`src/rtl/spike_rate_decoder_pkg.sv`:
```
// spike_dec_pkg
// Shared types and defaults for the spike rate decoder.
//   state_t    : decoder FSM states (IDLE, COUNT)
//   CNT_W_DEF  : default spike-count / rate width
//   WIN_W_DEF  : default window-length width
//   sat_max()  : all-ones value for a given width, used as the count ceiling
// Optional feature macro used by the files that import this package:
//   SPIKE_DEC_LAT_EN (first-spike latency output).
package spike_dec_pkg;

  typedef enum logic [0:0] {
    IDLE  = 1'b0,
    COUNT = 1'b1
  } state_t;

  localparam int CNT_W_DEF = 8;
  localparam int WIN_W_DEF = 8;

  // Saturation ceiling of a w-bit counter.
  function automatic logic [31:0] sat_max(input int w);
    return (32'd1 << w) - 32'd1;
  endfunction

endpackage

```
`src/rtl/spike_rate_decoder_if.sv`:
```
// spike_rate_decoder_if
// Valid/ready result channel between the rate decoder and its consumer.
//   rate_out   : spike count of the last completed window
//   rate_valid : rate_out holds an unconsumed result
//   rate_ready : consumer accepts rate_out when both valid and ready are high
//   first_lat  : index of the first spike in the window (SPIKE_DEC_LAT_EN only)
// Modports: master = decoder (producer), slave = consumer.
interface spike_rate_decoder_if #(
  parameter int CNT_W = 8
`ifdef SPIKE_DEC_LAT_EN
  , parameter int WIN_W = 8
`endif
);

  logic [CNT_W-1:0] rate_out;
  logic             rate_valid;
  logic             rate_ready;

`ifdef SPIKE_DEC_LAT_EN
  logic [WIN_W-1:0] first_lat;

  modport master (output rate_out, output rate_valid, output first_lat, input rate_ready);
  modport slave  (input rate_out, input rate_valid, input first_lat, output rate_ready);
`else
  modport master (output rate_out, output rate_valid, input rate_ready);
  modport slave  (input rate_out, input rate_valid, output rate_ready);
`endif

endinterface

```
`src/rtl/spike_rate_decoder_win_timer.sv`:
```
// spike_win_timer
// Window down-counter for the spike rate decoder.
//   clk, rst_n : clock, asynchronous active-low reset
//   start      : load a new window from win_len (0 means 2^WIN_W cycles)
//   stop       : abandon the current window
//   win_len    : requested window length, only looked at when start is high
//   last_cycle : registered strobe, high during the final cycle of a window
module spike_win_timer #(
  parameter int WIN_W = 8
) (
  input  logic             clk,
  input  logic             rst_n,
  input  logic             start,
  input  logic             stop,
  input  logic [WIN_W-1:0] win_len,
  output logic             last_cycle
);

  // One extra bit so a full 2^WIN_W window fits in the counter.
  logic [WIN_W:0] cnt_r;
  logic [WIN_W:0] cnt_nxt_s;
  logic [WIN_W:0] load_val_s;
  logic           last_r;

  // Map win_len=0 onto the longest window and choose the next count value.
  always_comb begin
    load_val_s = {1'b0, win_len};
    cnt_nxt_s  = cnt_r;
    if (win_len == {WIN_W{1'b0}}) begin
      load_val_s = {1'b1, {WIN_W{1'b0}}};
    end else begin
      load_val_s = {1'b0, win_len};
    end
    if (start) begin
      cnt_nxt_s = load_val_s;
    end else if (stop) begin
      cnt_nxt_s = {(WIN_W+1){1'b0}};
    end else if (cnt_r != {(WIN_W+1){1'b0}}) begin
      cnt_nxt_s = cnt_r - {{WIN_W{1'b0}}, 1'b1};
    end else begin
      cnt_nxt_s = cnt_r;
    end
  end

  // Counter and last-cycle strobe registers; the strobe is precomputed from
  // the next count so it is a clean flop output.
  always_ff @(posedge clk or negedge rst_n) begin
    if (!rst_n) begin
      cnt_r  <= {(WIN_W+1){1'b0}};
      last_r <= 1'b0;
    end else begin
      cnt_r  <= cnt_nxt_s;
      last_r <= (cnt_nxt_s == {{WIN_W{1'b0}}, 1'b1});
    end
  end

  assign last_cycle = last_r;

endmodule

```
`src/rtl/spike_rate_decoder.sv`:
```
// spike_rate_decoder
// Counts spike-high cycles over a programmable window and delivers each
// window's count on a valid/ready output register.
//   clk, rst_n : clock, asynchronous active-low reset
//   en         : run enable; windows run back-to-back while high
//   spike      : spike train, one count per high cycle
//   win_len    : window length in cycles (0 = 2^WIN_W), latched per window
//   busy       : high while counting a window
//   overrun    : sticky, a completed window was dropped (cleared on IDLE->COUNT)
//   rate_if    : result channel (rate_out / rate_valid / rate_ready)
// Optional macro SPIKE_DEC_LAT_EN adds rate_if.first_lat, the 0-based index
// of the first spike in the window (all-ones when there was none).
module spike_rate_decoder
  import spike_dec_pkg::*;
#(
  parameter int CNT_W = CNT_W_DEF,
  parameter int WIN_W = WIN_W_DEF
) (
  input  logic                 clk,
  input  logic                 rst_n,
  input  logic                 en,
  input  logic                 spike,
  input  logic [WIN_W-1:0]     win_len,
  output logic                 busy,
  output logic                 overrun,
  spike_rate_decoder_if.master rate_if
);

  localparam logic [CNT_W-1:0] CNT_SAT = CNT_W'(sat_max(CNT_W));

  state_t           state_r;
  state_t           state_nxt_s;
  logic             start_s;
  logic             stop_s;
  logic             close_s;
  logic             ovr_clr_s;
  logic             last_cycle_s;

  logic [CNT_W-1:0] spike_cnt_r;
  logic [CNT_W-1:0] spike_inc_s;
  logic [CNT_W-1:0] win_sum_s;

  // Result pipeline stage: gives the one-cycle latency after the last sample.
  logic             res_pend_r;
  logic [CNT_W-1:0] res_r;

  logic [CNT_W-1:0] rate_out_r;
  logic             rate_valid_r;
  logic             overrun_r;

  spike_win_timer #(
    .WIN_W (WIN_W)
  ) u_win_timer (
    .clk        (clk),
    .rst_n      (rst_n),
    .start      (start_s),
    .stop       (stop_s),
    .win_len    (win_len),
    .last_cycle (last_cycle_s)
  );

  // FSM state register.
  always_ff @(posedge clk or negedge rst_n) begin
    if (!rst_n) begin
      state_r <= IDLE;
    end else begin
      state_r <= state_nxt_s;
    end
  end

  // FSM next state and window control strobes.
  always_comb begin
    state_nxt_s = state_r;
    start_s     = 1'b0;
    stop_s      = 1'b0;
    close_s     = 1'b0;
    ovr_clr_s   = 1'b0;
    case (state_r)
      IDLE: begin
        if (en) begin
          start_s     = 1'b1;
          ovr_clr_s   = 1'b1;
          state_nxt_s = COUNT;
        end else begin
          state_nxt_s = IDLE;
        end
      end
      COUNT: begin
        if (last_cycle_s) begin
          close_s = 1'b1;
          if (en) begin
            start_s     = 1'b1;
            state_nxt_s = COUNT;
          end else begin
            stop_s      = 1'b1;
            state_nxt_s = IDLE;
          end
        end else if (!en) begin
          // Partial window is discarded.
          stop_s      = 1'b1;
          state_nxt_s = IDLE;
        end else begin
          state_nxt_s = COUNT;
        end
      end
      default: begin
        stop_s      = 1'b1;
        state_nxt_s = IDLE;
      end
    endcase
  end

  // Saturating add of this cycle's spike sample to the running count.
  always_comb begin
    spike_inc_s = spike_cnt_r;
    win_sum_s   = spike_cnt_r;
    if (spike_cnt_r == CNT_SAT) begin
      spike_inc_s = spike_cnt_r;
    end else begin
      spike_inc_s = spike_cnt_r + {{(CNT_W-1){1'b0}}, 1'b1};
    end
    if (spike) begin
      win_sum_s = spike_inc_s;
    end else begin
      win_sum_s = spike_cnt_r;
    end
  end

  // Running spike count; cleared at each window start or abort.
  always_ff @(posedge clk or negedge rst_n) begin
    if (!rst_n) begin
      spike_cnt_r <= {CNT_W{1'b0}};
    end else if (start_s || stop_s) begin
      spike_cnt_r <= {CNT_W{1'b0}};
    end else if (state_r == COUNT) begin
      spike_cnt_r <= win_sum_s;
    end else begin
      spike_cnt_r <= spike_cnt_r;
    end
  end

  // Capture the finished window's count (including the last sample).
  always_ff @(posedge clk or negedge rst_n) begin
    if (!rst_n) begin
      res_pend_r <= 1'b0;
      res_r      <= {CNT_W{1'b0}};
    end else begin
      res_pend_r <= close_s;
      if (close_s) begin
        res_r <= win_sum_s;
      end else begin
        res_r <= res_r;
      end
    end
  end

  // A result may load when the register is empty or being drained this cycle.
  logic res_load_s;
  assign res_load_s = res_pend_r && (!rate_valid_r || rate_if.rate_ready);

  // Output register with valid/ready handshake.
  always_ff @(posedge clk or negedge rst_n) begin
    if (!rst_n) begin
      rate_out_r   <= {CNT_W{1'b0}};
      rate_valid_r <= 1'b0;
    end else if (res_load_s) begin
      rate_out_r   <= res_r;
      rate_valid_r <= 1'b1;
    end else if (rate_valid_r && rate_if.rate_ready) begin
      rate_out_r   <= rate_out_r;
      rate_valid_r <= 1'b0;
    end else begin
      rate_out_r   <= rate_out_r;
      rate_valid_r <= rate_valid_r;
    end
  end

  // Sticky overrun: a result dropped because the held one was not consumed.
  always_ff @(posedge clk or negedge rst_n) begin
    if (!rst_n) begin
      overrun_r <= 1'b0;
    end else if (res_pend_r && rate_valid_r && !rate_if.rate_ready) begin
      overrun_r <= 1'b1;
    end else if (ovr_clr_s) begin
      overrun_r <= 1'b0;
    end else begin
      overrun_r <= overrun_r;
    end
  end

`ifdef SPIKE_DEC_LAT_EN
  logic [WIN_W-1:0] idx_r;
  logic             seen_r;
  logic [WIN_W-1:0] first_r;
  logic [WIN_W-1:0] win_first_s;
  logic [WIN_W-1:0] res_lat_r;
  logic [WIN_W-1:0] first_lat_r;

  // First-spike index including the current sample.
  always_comb begin
    win_first_s = first_r;
    if (!seen_r && spike) begin
      win_first_s = idx_r;
    end else begin
      win_first_s = first_r;
    end
  end

  // In-window sample index and first-spike tracking.
  always_ff @(posedge clk or negedge rst_n) begin
    if (!rst_n) begin
      idx_r   <= {WIN_W{1'b0}};
      seen_r  <= 1'b0;
      first_r <= {WIN_W{1'b1}};
    end else if (start_s || stop_s) begin
      idx_r   <= {WIN_W{1'b0}};
      seen_r  <= 1'b0;
      first_r <= {WIN_W{1'b1}};
    end else if (state_r == COUNT) begin
      idx_r   <= idx_r + {{(WIN_W-1){1'b0}}, 1'b1};
      seen_r  <= seen_r | spike;
      first_r <= win_first_s;
    end else begin
      idx_r   <= idx_r;
      seen_r  <= seen_r;
      first_r <= first_r;
    end
  end

  // Latency result stage and output register, same rules as rate_out.
  always_ff @(posedge clk or negedge rst_n) begin
    if (!rst_n) begin
      res_lat_r   <= {WIN_W{1'b1}};
      first_lat_r <= {WIN_W{1'b1}};
    end else begin
      if (close_s) begin
        res_lat_r <= win_first_s;
      end else begin
        res_lat_r <= res_lat_r;
      end
      if (res_load_s) begin
        first_lat_r <= res_lat_r;
      end else begin
        first_lat_r <= first_lat_r;
      end
    end
  end

  assign rate_if.first_lat = first_lat_r;
`endif

  assign rate_if.rate_out   = rate_out_r;
  assign rate_if.rate_valid = rate_valid_r;
  assign busy               = (state_r == COUNT);
  assign overrun            = overrun_r;

endmodule
```
`src/flat_wrapper.sv`:
```
// flat-port wrapper written by rule: the top's interface ports become plain ports
module spike_rate_decoder_flat import spike_dec_pkg::*;
#(
  parameter int CNT_W = CNT_W_DEF,
  parameter int WIN_W = WIN_W_DEF
)
  (clk, rst_n, en, spike, win_len, busy, overrun, rate_if_rate_out, rate_if_rate_valid, rate_if_rate_ready);
  spike_rate_decoder_if #(.CNT_W(CNT_W)) rate_if_i ();
  input  logic clk;
  input  logic rst_n;
  input  logic en;
  input  logic spike;
  input  logic [WIN_W-1:0] win_len;
  output logic busy;
  output logic overrun;
  output wire logic [$bits(rate_if_i.rate_out)-1:0] rate_if_rate_out;
  output wire logic [$bits(rate_if_i.rate_valid)-1:0] rate_if_rate_valid;
  input wire logic [$bits(rate_if_i.rate_ready)-1:0] rate_if_rate_ready;
  assign rate_if_rate_out = rate_if_i.rate_out;
  assign rate_if_rate_valid = rate_if_i.rate_valid;
  assign rate_if_i.rate_ready = rate_if_rate_ready;
  spike_rate_decoder #(.CNT_W(CNT_W), .WIN_W(WIN_W)) u_core (.clk(clk), .rst_n(rst_n), .en(en), .spike(spike), .win_len(win_len), .busy(busy), .overrun(overrun), .rate_if(rate_if_i));
endmodule
```
`config.mk`:
```
export PLATFORM = sky130hd
export DESIGN_NAME = spike_rate_decoder_flat
export DESIGN_NICKNAME = d
export VERILOG_FILES = /design/src/rtl/spike_rate_decoder_pkg.sv /design/src/rtl/spike_rate_decoder_if.sv /design/src/rtl/spike_rate_decoder_win_timer.sv /design/src/rtl/spike_rate_decoder.sv /design/src/flat_wrapper.sv
export SDC_FILE = /design/constraint.sdc
export NUM_CORES = 1
export LEC_CHECK = 0
export ABC_AREA = 1
export CORE_ASPECT_RATIO = 0.7
export CORE_MARGIN = 2
export CORE_UTILIZATION = 55
export DETAILED_ROUTE_END_ITERATION = 16
export PLACE_DENSITY = 0.8
export SYNTH_ARGS = -nofsm -noshare
export SYNTH_HDL_FRONTEND = slang
export SYNTH_SLANG_ARGS = --single-unit
```
`constraint.sdc`:
```
create_clock -name clk -period 2.26 [get_ports clk]
set_clock_uncertainty 0.15 [all_clocks]
set_input_delay 0.452 -clock clk [delete_from_list [all_inputs] [get_ports clk]]
set_output_delay 0.452 -clock clk [all_outputs]
set_load 0.01 [all_outputs]
```
Yosys cells after proc, flatten, opt, wreduce, memory -nomap -nowiden
Index checks and enable logic that the tools add are counted.
{ "op_classes": {"addsub": 2, "n_eq_ne": 2, "n_mux": 20, "n_bitwise": 1, "reduce_logical": 13} }
{ "op_table": {"columns": ["operator", "n"], "rows": [
  ["2-to-1 mux 9 bit", 4],
  ["2-to-1 mux 8 bit", 4],
  ["2-to-1 mux 1 bit", 11],
  ["== test 9 x 1 -> 1 bit, second input constant", 1],
  ["nonzero test 9 bit", 1],
  ["subtractor 9 x 1 -> 9 bit, second input constant", 1],
  ["adder 8 x 1 -> 8 bit, second input constant", 1],
  ["== test 8 bit, second input constant", 1],
  ["logical NOT 8 bit", 1],
  ["nonzero test 2 bit", 3],
  ["logical AND 1 bit", 4],
  ["logical NOT 1 bit", 2],
  ["logical OR 1 bit", 2],
  ["one-hot mux 1 bit (2 select lines)", 1],
  ["inverter 1 bit", 1]
]} }
{ "totals": {"ff_bits": 38, "in_bits": 13, "output_inout_bits": 11, "elab_cells": 47} }

Depth between registers and ports, before layout
Gate-level depths: netlist of run 1.
{ "logic_depth": {"ltp_word": 5, "ltp_mapped": 12, "depth_no_buf": 12} }

Modules after synthesis
Synthesis of run 1 repeated with hierarchy kept, for this count alone.
{ "hier_totals": {"hier_cells": 266, "hier_area_um2": 2099.5} }
{ "modules_own_cells": {"columns": ["module", "instances", "cells_per_inst", "area_per_inst_um2", "seq_area_each_um2"], "rows": [
  ["spike_rate_decoder", 1, 164, 1361.3, 700.7],
  ["spike_win_timer", 1, 102, 738.2, 250.2]
]} }

Worst setup path after synthesis of run 1
OpenSTA, ideal clock, no wires.
{ "synth_path": {"kind": "register to register", "startpoint": "reg u_core.u_win_timer.cnt_r[0]", "endpoint": "reg u_core.u_win_timer.last_r (netlist: u_core.u_win_timer.last_cycle)", "setup_ps": 69, "arrival_ps": 1413, "t_required_ps": 2041, "setup_slack_ps": 628, "path_stages_with_launch": 13, "path_buffers": 0, "period_less_slack_ps": 1632, "path_cell_list": "dfrtp_1 -> inv_1 -> ha_1 -> nand2_1 -> nor2_2 -> nand3_4 -> nand2_1 -> nand3_2 -> nand2_2 -> inv_2 -> nor2_1 -> nand2_1 -> nor2_2"} }
{ "synth_between": {"elab_chain_cells": 5, "elab_cells_between_ends": 6, "classes_between": "add/sub (1); eq/ne (1); mux (3); reduce/logical (1)"} }
{ "synth_lines": {"columns": ["element", "line_no", "text"], "rows": [
  ["start, declared", "spike_rate_decoder_win_timer.sv:20", "logic [WIN_W:0] cnt_r;"],
  ["start signal, assigned", "spike_rate_decoder_win_timer.sv:49", "cnt_r <= {(WIN_W+1){1'b0}};"],
  ["start signal, assigned", "spike_rate_decoder_win_timer.sv:52", "cnt_r <= cnt_nxt_s;"],
  ["subtractor 9 x 1 -> 9 bit / nonzero test 9 bit (equally long branches)", "spike_rate_decoder_win_timer.sv:39, spike_rate_decoder_win_timer.sv:38", null],
  ["2-to-1 mux 9 bit *", "spike_rate_decoder_win_timer.sv:38", "end else if (cnt_r != {(WIN_W+1){1'b0}}) begin"],
  ["2-to-1 mux 9 bit *", "spike_rate_decoder_win_timer.sv:36", "end else if (stop) begin"],
  ["2-to-1 mux 9 bit *", "spike_rate_decoder_win_timer.sv:34", "if (start) begin"],
  ["via u_core.u_win_timer.cnt_nxt_s[0]", "spike_rate_decoder_win_timer.sv:21", "logic [WIN_W:0] cnt_nxt_s;"],
  ["== test 9 x 1 -> 1 bit *", "spike_rate_decoder_win_timer.sv:53", "last_r <= (cnt_nxt_s == {{WIN_W{1'b0}}, 1'b1});"],
  ["end signal, assigned", "spike_rate_decoder_win_timer.sv:53", null],
  ["end, declared", "spike_rate_decoder_win_timer.sv:23", "logic last_r;"]
]} }
Mark *: on every way through the listed nets, which the timed path passes. The rest lies on a longest branch.
A chain may end at the register's enable or synchronous reset.

Worst setup path after layout of run 1
{ "layout_path": {"startpoint": "reg u_core.state_r (netlist: u_core.busy)", "endpoint": "out busy"} }
{ "layout_lines": {"columns": ["element", "line_no", "text"], "rows": [
  ["start, declared", "spike_rate_decoder.sv:31", "state_t state_r;"],
  ["start signal, assigned", "spike_rate_decoder.sv:67", "state_r <= state_nxt_s;"],
  ["end, declared", "flat_wrapper.sv:14", "output logic busy;"]
]} }
No word-level cell between the ends.

==> flow_summary.toml, run 1 <==
[synthesis]
syn_inst = 225
seq_area_frac_synth = 0.491
avgSynthCellArea_sq_um = 8.60
synth.cell_area_sq_mm = 0.00194
synth_cell_types = 27
synth_nets = 240
ys_ff_latch = 38
yosysWarnings = 0

[setup_path]
critical-path-max-stage-delay_ns = 0.58
critical_path.max_fanout = 6
slowest_stage = "clkdlybuf4s50_1"
endpoint_kind = "output port"
cp.arrival_ns = 1.33
crit_family = "buffers and inverters"
critical_path_class = "flop to output port"
worst-path-buf-inv = 1
path_cells = "clkdlybuf4s50_1"
critPathRequiredTime_ns = 1.66
startpoint_type = "flop"

[cts]
cts_sinks = 38
cts_tree = "built"
clock_latency_ns = 0.30
h-tree-depth = 2
cts_setup_buffers = 0
root_buffer = "clkbuf_8"
cts_made_buffers = 5
cts-hold-fix-buffers = 0
path_clk_slew_ns = 0.08
cts_resized = 0
clock_path_buffers = 2

[global_routing]
gr-usage-all-layers = 0.234
grt_max_degree = 39
grt_pass1_wl_um = 6760
grt-ovfl-total = 0
antenna_found_initial = 0
grt_pass1_vias = 1394

[final_layout]
n_antenna_cell = 0
fin_nets = 270
final_area_sq_mm = 0.00233
syn_to_final_growth_pct = 20.5
fin_util = 0.717
drive_gt1_frac = 0.148

[placed_design]
gp_congestion = 0.819
io_buffer_count = 23
placed_cell_area_sq_mm = 0.00222
dpl.hpwl_um = 2870

[floorplan]
die_h_um = 53.6
num_rows = 17
initial_utilization = 0.595
coreArea_sq_mm = 0.00325
die_area_sq_mm = 0.00402
chipWidth_um = 74.9
io_pins = 24

[run_status]
status = "finished, final reports clean"

[job]
maxCapViolations = 0

[routing]
highest_layer = "met4"
drtAntennaViolNets = 0
routed_wl_um = 3770
avgRoutedWirePerCell_um = 12.4
drt_iter0_markers = 107
met1_length_um = 2020
vias = 1514
drcViolationCount = 0
dr.pass1.iters = 4
dr_wl_met3_um = 217
viasPerCell = 5.00
wl_met2_um = 1480

[sta]
timing.final.crit_share = 0.853
tns_ns = 0
slew_headroom = 0.693
setup_viol = 0
fin_crit_ns = 1.93
whs_ns = 0.0387
hold_violations = 0
rsz0062_at_grt = "false"
fmax_mhz = 519
final_max_slew_viol_count = 0
worst_pin_slew_ns = 0.461

[power]
leakage_nw = 1.14
vdd_ir_drop_max_uv = 731
powerDensity_mw_per_mm2 = 1070

[min_path]
hold_path_class = "input port to asynchronous set/reset pin"
-- report_power, final --
part / total (W) / switching, W / internal [W]
combinational: 0.000906 / 0.000495 / 0.000410
clock: 0.000563 / 0.000238 / 0.000325
sequential: 0.00102 / 0.000128 / 0.000888
total: 0.00248 / 0.000861 / 0.00162
-- placed cells by master (no fill, tap or decap), drive strengths merged --
| cell type | Yosys | routed |
|---|---|---|
| nor3 | 1 | 1 |
| xnor2 | 3 | 3 |
| bufinv | 0 | 1 |
| or2 | 1 | 1 |
| clkbuf | 2 | 5 |
| dfrtp | 38 | 38 |
| ha | 2 | 2 |
| nand3 | 23 | 23 |
| o31ai | 1 | 1 |
| a21oi | 1 | 1 |
| buf | 1 | 4 |
| mux2 | 7 | 7 |
| inv | 35 | 35 |
| o22ai | 6 | 6 |
| xor2 | 2 | 2 |
| clkinv | 0 | 2 |
| nand4 | 4 | 4 |
| a22oi | 1 | 1 |
| clkdlybuf4s50 | 0 | 22 |
| o21ai | 22 | 22 |
| nand2 | 52 | 52 |
| nor2 | 23 | 23 |
-- registers in the layout (all words and copies together), names as in the netlist --
signal	count
u_core.res_r	8
u_core.rate_if.rate_valid	1
u_core.busy	1
u_core.overrun	1
u_core.u_win_timer.last_cycle	1
u_core.u_win_timer.cnt_r	9
u_core.res_pend_r	1
u_core.rate_if.rate_out	8
u_core.spike_cnt_r	8
-- path summary, 6_finish.rpt --
| kind | depth (start not counted) | slack (ns) | from | end |
|---|---|---|---|---|
| max in group asynchronous | 2 | 1.59 | rst_n | u_core.u_win_timer.cnt_r[8] |
| hold / removal | 2 | 0.04 | rst_n | u_core.u_win_timer.last_cycle |
| setup reg to reg | 12 | 0.43 | u_core.u_win_timer.cnt_r[0] | u_core.u_win_timer.last_cycle |
| setup / recovery | 1 | 0.33 | u_core.busy | busy |
| hold reg to reg | 2 | 0.33 | u_core.res_r[7] | u_core.res_r[7] |
| min in group clk | 2 | 0.33 | u_core.res_r[7] | u_core.res_r[7] |
-- cell usage after synthesis --
library cell  number  share of area
nor2_1            17          0.033
xnor2_1            3          0.014
buf_6              1         0.0058
nor2_2             5          0.016
mux2_2             7          0.041
a22oi_1            1         0.0039
ha_1               2          0.013
a21oi_2            1         0.0045
nand3_2            2          0.010
clkbuf_1           2         0.0039
inv_1             32          0.062
nor2_8             1          0.010
or2_1              1         0.0032
nand2_8            1          0.010
nand2_2            4          0.013
o21ai_1            4          0.010
o31ai_1            1         0.0039
inv_2              3         0.0058
o22ai_1            6          0.019
nand4_1            4          0.013
nor3_2             1         0.0052
dfrtp_1           38           0.49
xor2_1             2         0.0091
nand2_1           47          0.091
o21ai_0           18          0.047
nand3_1           20          0.052
nand3_4            1         0.0091
-- kinds of logic after synthesis --
| kind of cell | share of synthesized area |
|---|---|
| fa+ha+maj | 0.0129 |
| mux | 0.0407 |
| compound gates | 0.0886 |
| buf+inv | 0.0776 |
| flops | 0.491 |
| simple gates | 0.266 |
| xor+xnor | 0.0226 |
-- per-stage QoR --
stage	power (W)	instances	setup WS, ns
3_5_place_dp	0.00193	295	0.130
4_1_cts	0.00250	303	0.317
6_report	0.00248	303	0.333
5_1_grt	0.00268	303	0.175
3_3_place_gp	0.00191	295	0.211
2_1_floorplan	0.00162	225	0.628
-- per-layer routing --
layer | GRT usage | vias up
li1 | - | 791
met1 | 0.371 | 675
met2 | 0.303 | 41
met3 | 0.0562 | 7
met4 | 0.0893 | 0
met5 | 0 | -
-- area by class of cell --
type / instances / area [sq um]
tap: 47 / 58.8
clock buffer: 5 / 68.8
timing repair buffer: 26 / 248
inverter: 35 / 131
clock inverter: 3 / 40.0
multi-input combinational: 149 / 835
fill: 262 / 922
sequential: 38 / 951
Note: power is estimated with default switching activity, not from simulation.
==> run 2, diff against run 1 <==
PLACE_DENSITY = 0.9   (was 0.8)
==> run 2 against run 1 <==
Against the previous run:
- the flow now finishes with violations (negative hold slack)
- total power shrank 1.8%
- fmax shrank 3.9%
- global-route usage grew 4.1 points
- register-to-register slack lost 0.08 ns
- hold slack lost 0.050 ns
==> flow_summary.toml, run 2 (synthesis results as in run 1) <==
[global_routing]
grt-ovfl-total = 0
grt_max_degree = 27
grt_pass1_vias = 1635
antenna_found_initial = 0
gr-usage-all-layers = 0.275
grt_pass1_wl_um = 7870

[floorplan]
chipWidth_um = 74.9
num_rows = 17
die_area_sq_mm = 0.00402
io_pins = 24
initial_utilization = 0.595
die_h_um = 53.6
coreArea_sq_mm = 0.00325

[routing]
dr.pass1.iters = 4
avgRoutedWirePerCell_um = 15.4
routed_wl_um = 4670
drt_iter0_markers = 158
viasPerCell = 5.48
vias = 1661
drcViolationCount = 0
drtAntennaViolNets = 0

[setup_path]
cp.depth = 10
critical_path.startpoint = "en"
cp.arrival_ns = 2.04
rr_startpoint = "u_core.u_win_timer.cnt_r[0]"
critical_path.max_fanout = 9
critical_path_class = "input port to flop"
slowest_stage = "clkdlybuf4s50_1"
reg2regPathDepth = 12
rrSetupSlack_ns = 0.35
crit_family = "simple AND/OR/NAND/NOR gates"
startpoint_type = "input port"
critPathRequiredTime_ns = 2.29
rr_endpoint = "u_core.u_win_timer.last_cycle"
critical-path-max-stage-delay_ns = 0.56
worst-path-buf-inv = 1
endpoint = "u_core.u_win_timer.last_cycle"
path_cells = "clkdlybuf4s50_1, nand3_2, nand2_8, nand2_2, nor2_1, nor2_2, nand3_1, nor2_1, nand2_1, nor2_2"
endpoint_kind = "flop"

[final_layout]
n_antenna_cell = 0
drive_gt1_frac = 0.145
instances_no_fill = 303
layout_commonest_cell = "nand2_1"
syn_to_final_growth_pct = 19.6
regMostFlops = "u_core.u_win_timer.cnt_r"
largest_reg_flops = 9
fin_nets = 270
nFillCells = 217
final_cell_mix = "nand2_1 (47), dfrtp_1 (38), inv_1 (32)"

[cts]
cts_sinks = 38
cts_made_buffers = 5
cts_tree = "built"
clock_path_buffers = 2
h-tree-depth = 2
cts-hold-fix-buffers = 0
path_clk_slew_ns = 0.08
cts_setup_buffers = 0
root_buffer = "clkbuf_8"
clock_latency_ns = 0.29
cts_resized = 0

[min_path]
hold_path_class = "input port to asynchronous set/reset pin"

[sta]
fin_crit_ns = 2.00
hold_violations = 24
tns_ns = 0
setup_viol = 0
timing.final.crit_share = 0.887
fmax_mhz = 499
worst_pin_slew_ns = 0.545
final_max_slew_viol_count = 0
rsz0062_at_grt = "false"
whs_ns = -0.0117
slew_headroom = 0.637

[power]
vdd_ir_drop_max_uv = 682
powerDensity_mw_per_mm2 = 1050
leakage_nw = 1.13

[placed_design]
dpl.hpwl_um = 3460
gp_congestion = 0.988
io_buffer_count = 23
dp.cells = 295

[run_status]
status = "finished, violations left"
violations = "negative hold slack"

[job]
maxCapViolations = 0
==> run 2: changes by cell type in the layout (fill, tap and decap cells not counted) <==
cell	change
bufinv_16	-1
clkbuf_1	+1
clkbuf_8	+1
clkinv_2	-1
==> run 2: worst min-delay path by stage <==
stage | slack [ns] | end | from | cells after the start
global route | 0.04 | u_core.spike_cnt_r[6] | rst_n | 1
finish | -0.01 | u_core.spike_cnt_r[6] | rst_n | 1
floorplan | 0.006 | u_core.busy | rst_n | 0
CTS | 0.002 | u_core.spike_cnt_r[6] | rst_n | 1
detailed placement | 0.32 | u_core.res_r[7] | rst_n | 1
global placement | 0.31 | u_core.rate_if.rate_out[7] | rst_n | 1
==> run 2: area by class of cell <==
type	count	area (sq um)	area share
Clock buffer	7	86.3	0.0373
Clock inverter	1	5.00	0.00216
Inverter	35	131	0.0568
Multi-Input combinational cell	149	835	0.361
Sequential cell	38	951	0.411
Tap cell	47	58.8	0.0254
Timing Repair Buffer	26	248	0.107
==> run 2: power breakdown <==
group | leakage [nW] | internal, W | total, W | switching, W
combinational | 0.590 | 0.000410 | 0.000925 | 0.000516
sequential | 0.490 | 0.000888 | 0.00102 | 0.000133
clock | 0.0482 | 0.000246 | 0.000493 | 0.000246
==> run 2: through the flow <==
step	hold slack (ns)	setup slack, ns	total power (W)	area, sq um	util
6_report	-0.0117	0.255	0.00244	2310	0.711
5_1_grt	0.0430	0.178	0.00260	2310	0.711
4_1_cts	0.00218	0.279	0.00244	2310	0.711
3_5_place_dp	0.318	0.0354	0.00195	2220	0.683
3_3_place_gp	0.313	0.190	0.00191	2220	0.683
2_1_floorplan	0.00641	0.628	0.00162	1940	-
==> run 2: routing by layer <==
layer,vias to the layer above,global-route usage,wire length [um],part of all wire
li1,784,-,-,-
met3,22,0.0805,408,0.087
met2,75,0.421,2140,0.46
met1,780,0.365,2010,0.43
met4,0,0.128,114,0.024
met5,-,0,0,0
==> run 2: worst register-to-register path, delay by kind of cell, from the launching register on <==
family / cells / cell delay, ns
simple gates: 9 / 0.90
flops: 1 / 0.40
fa+ha+maj: 1 / 0.26
buf+inv: 2 / 0.14
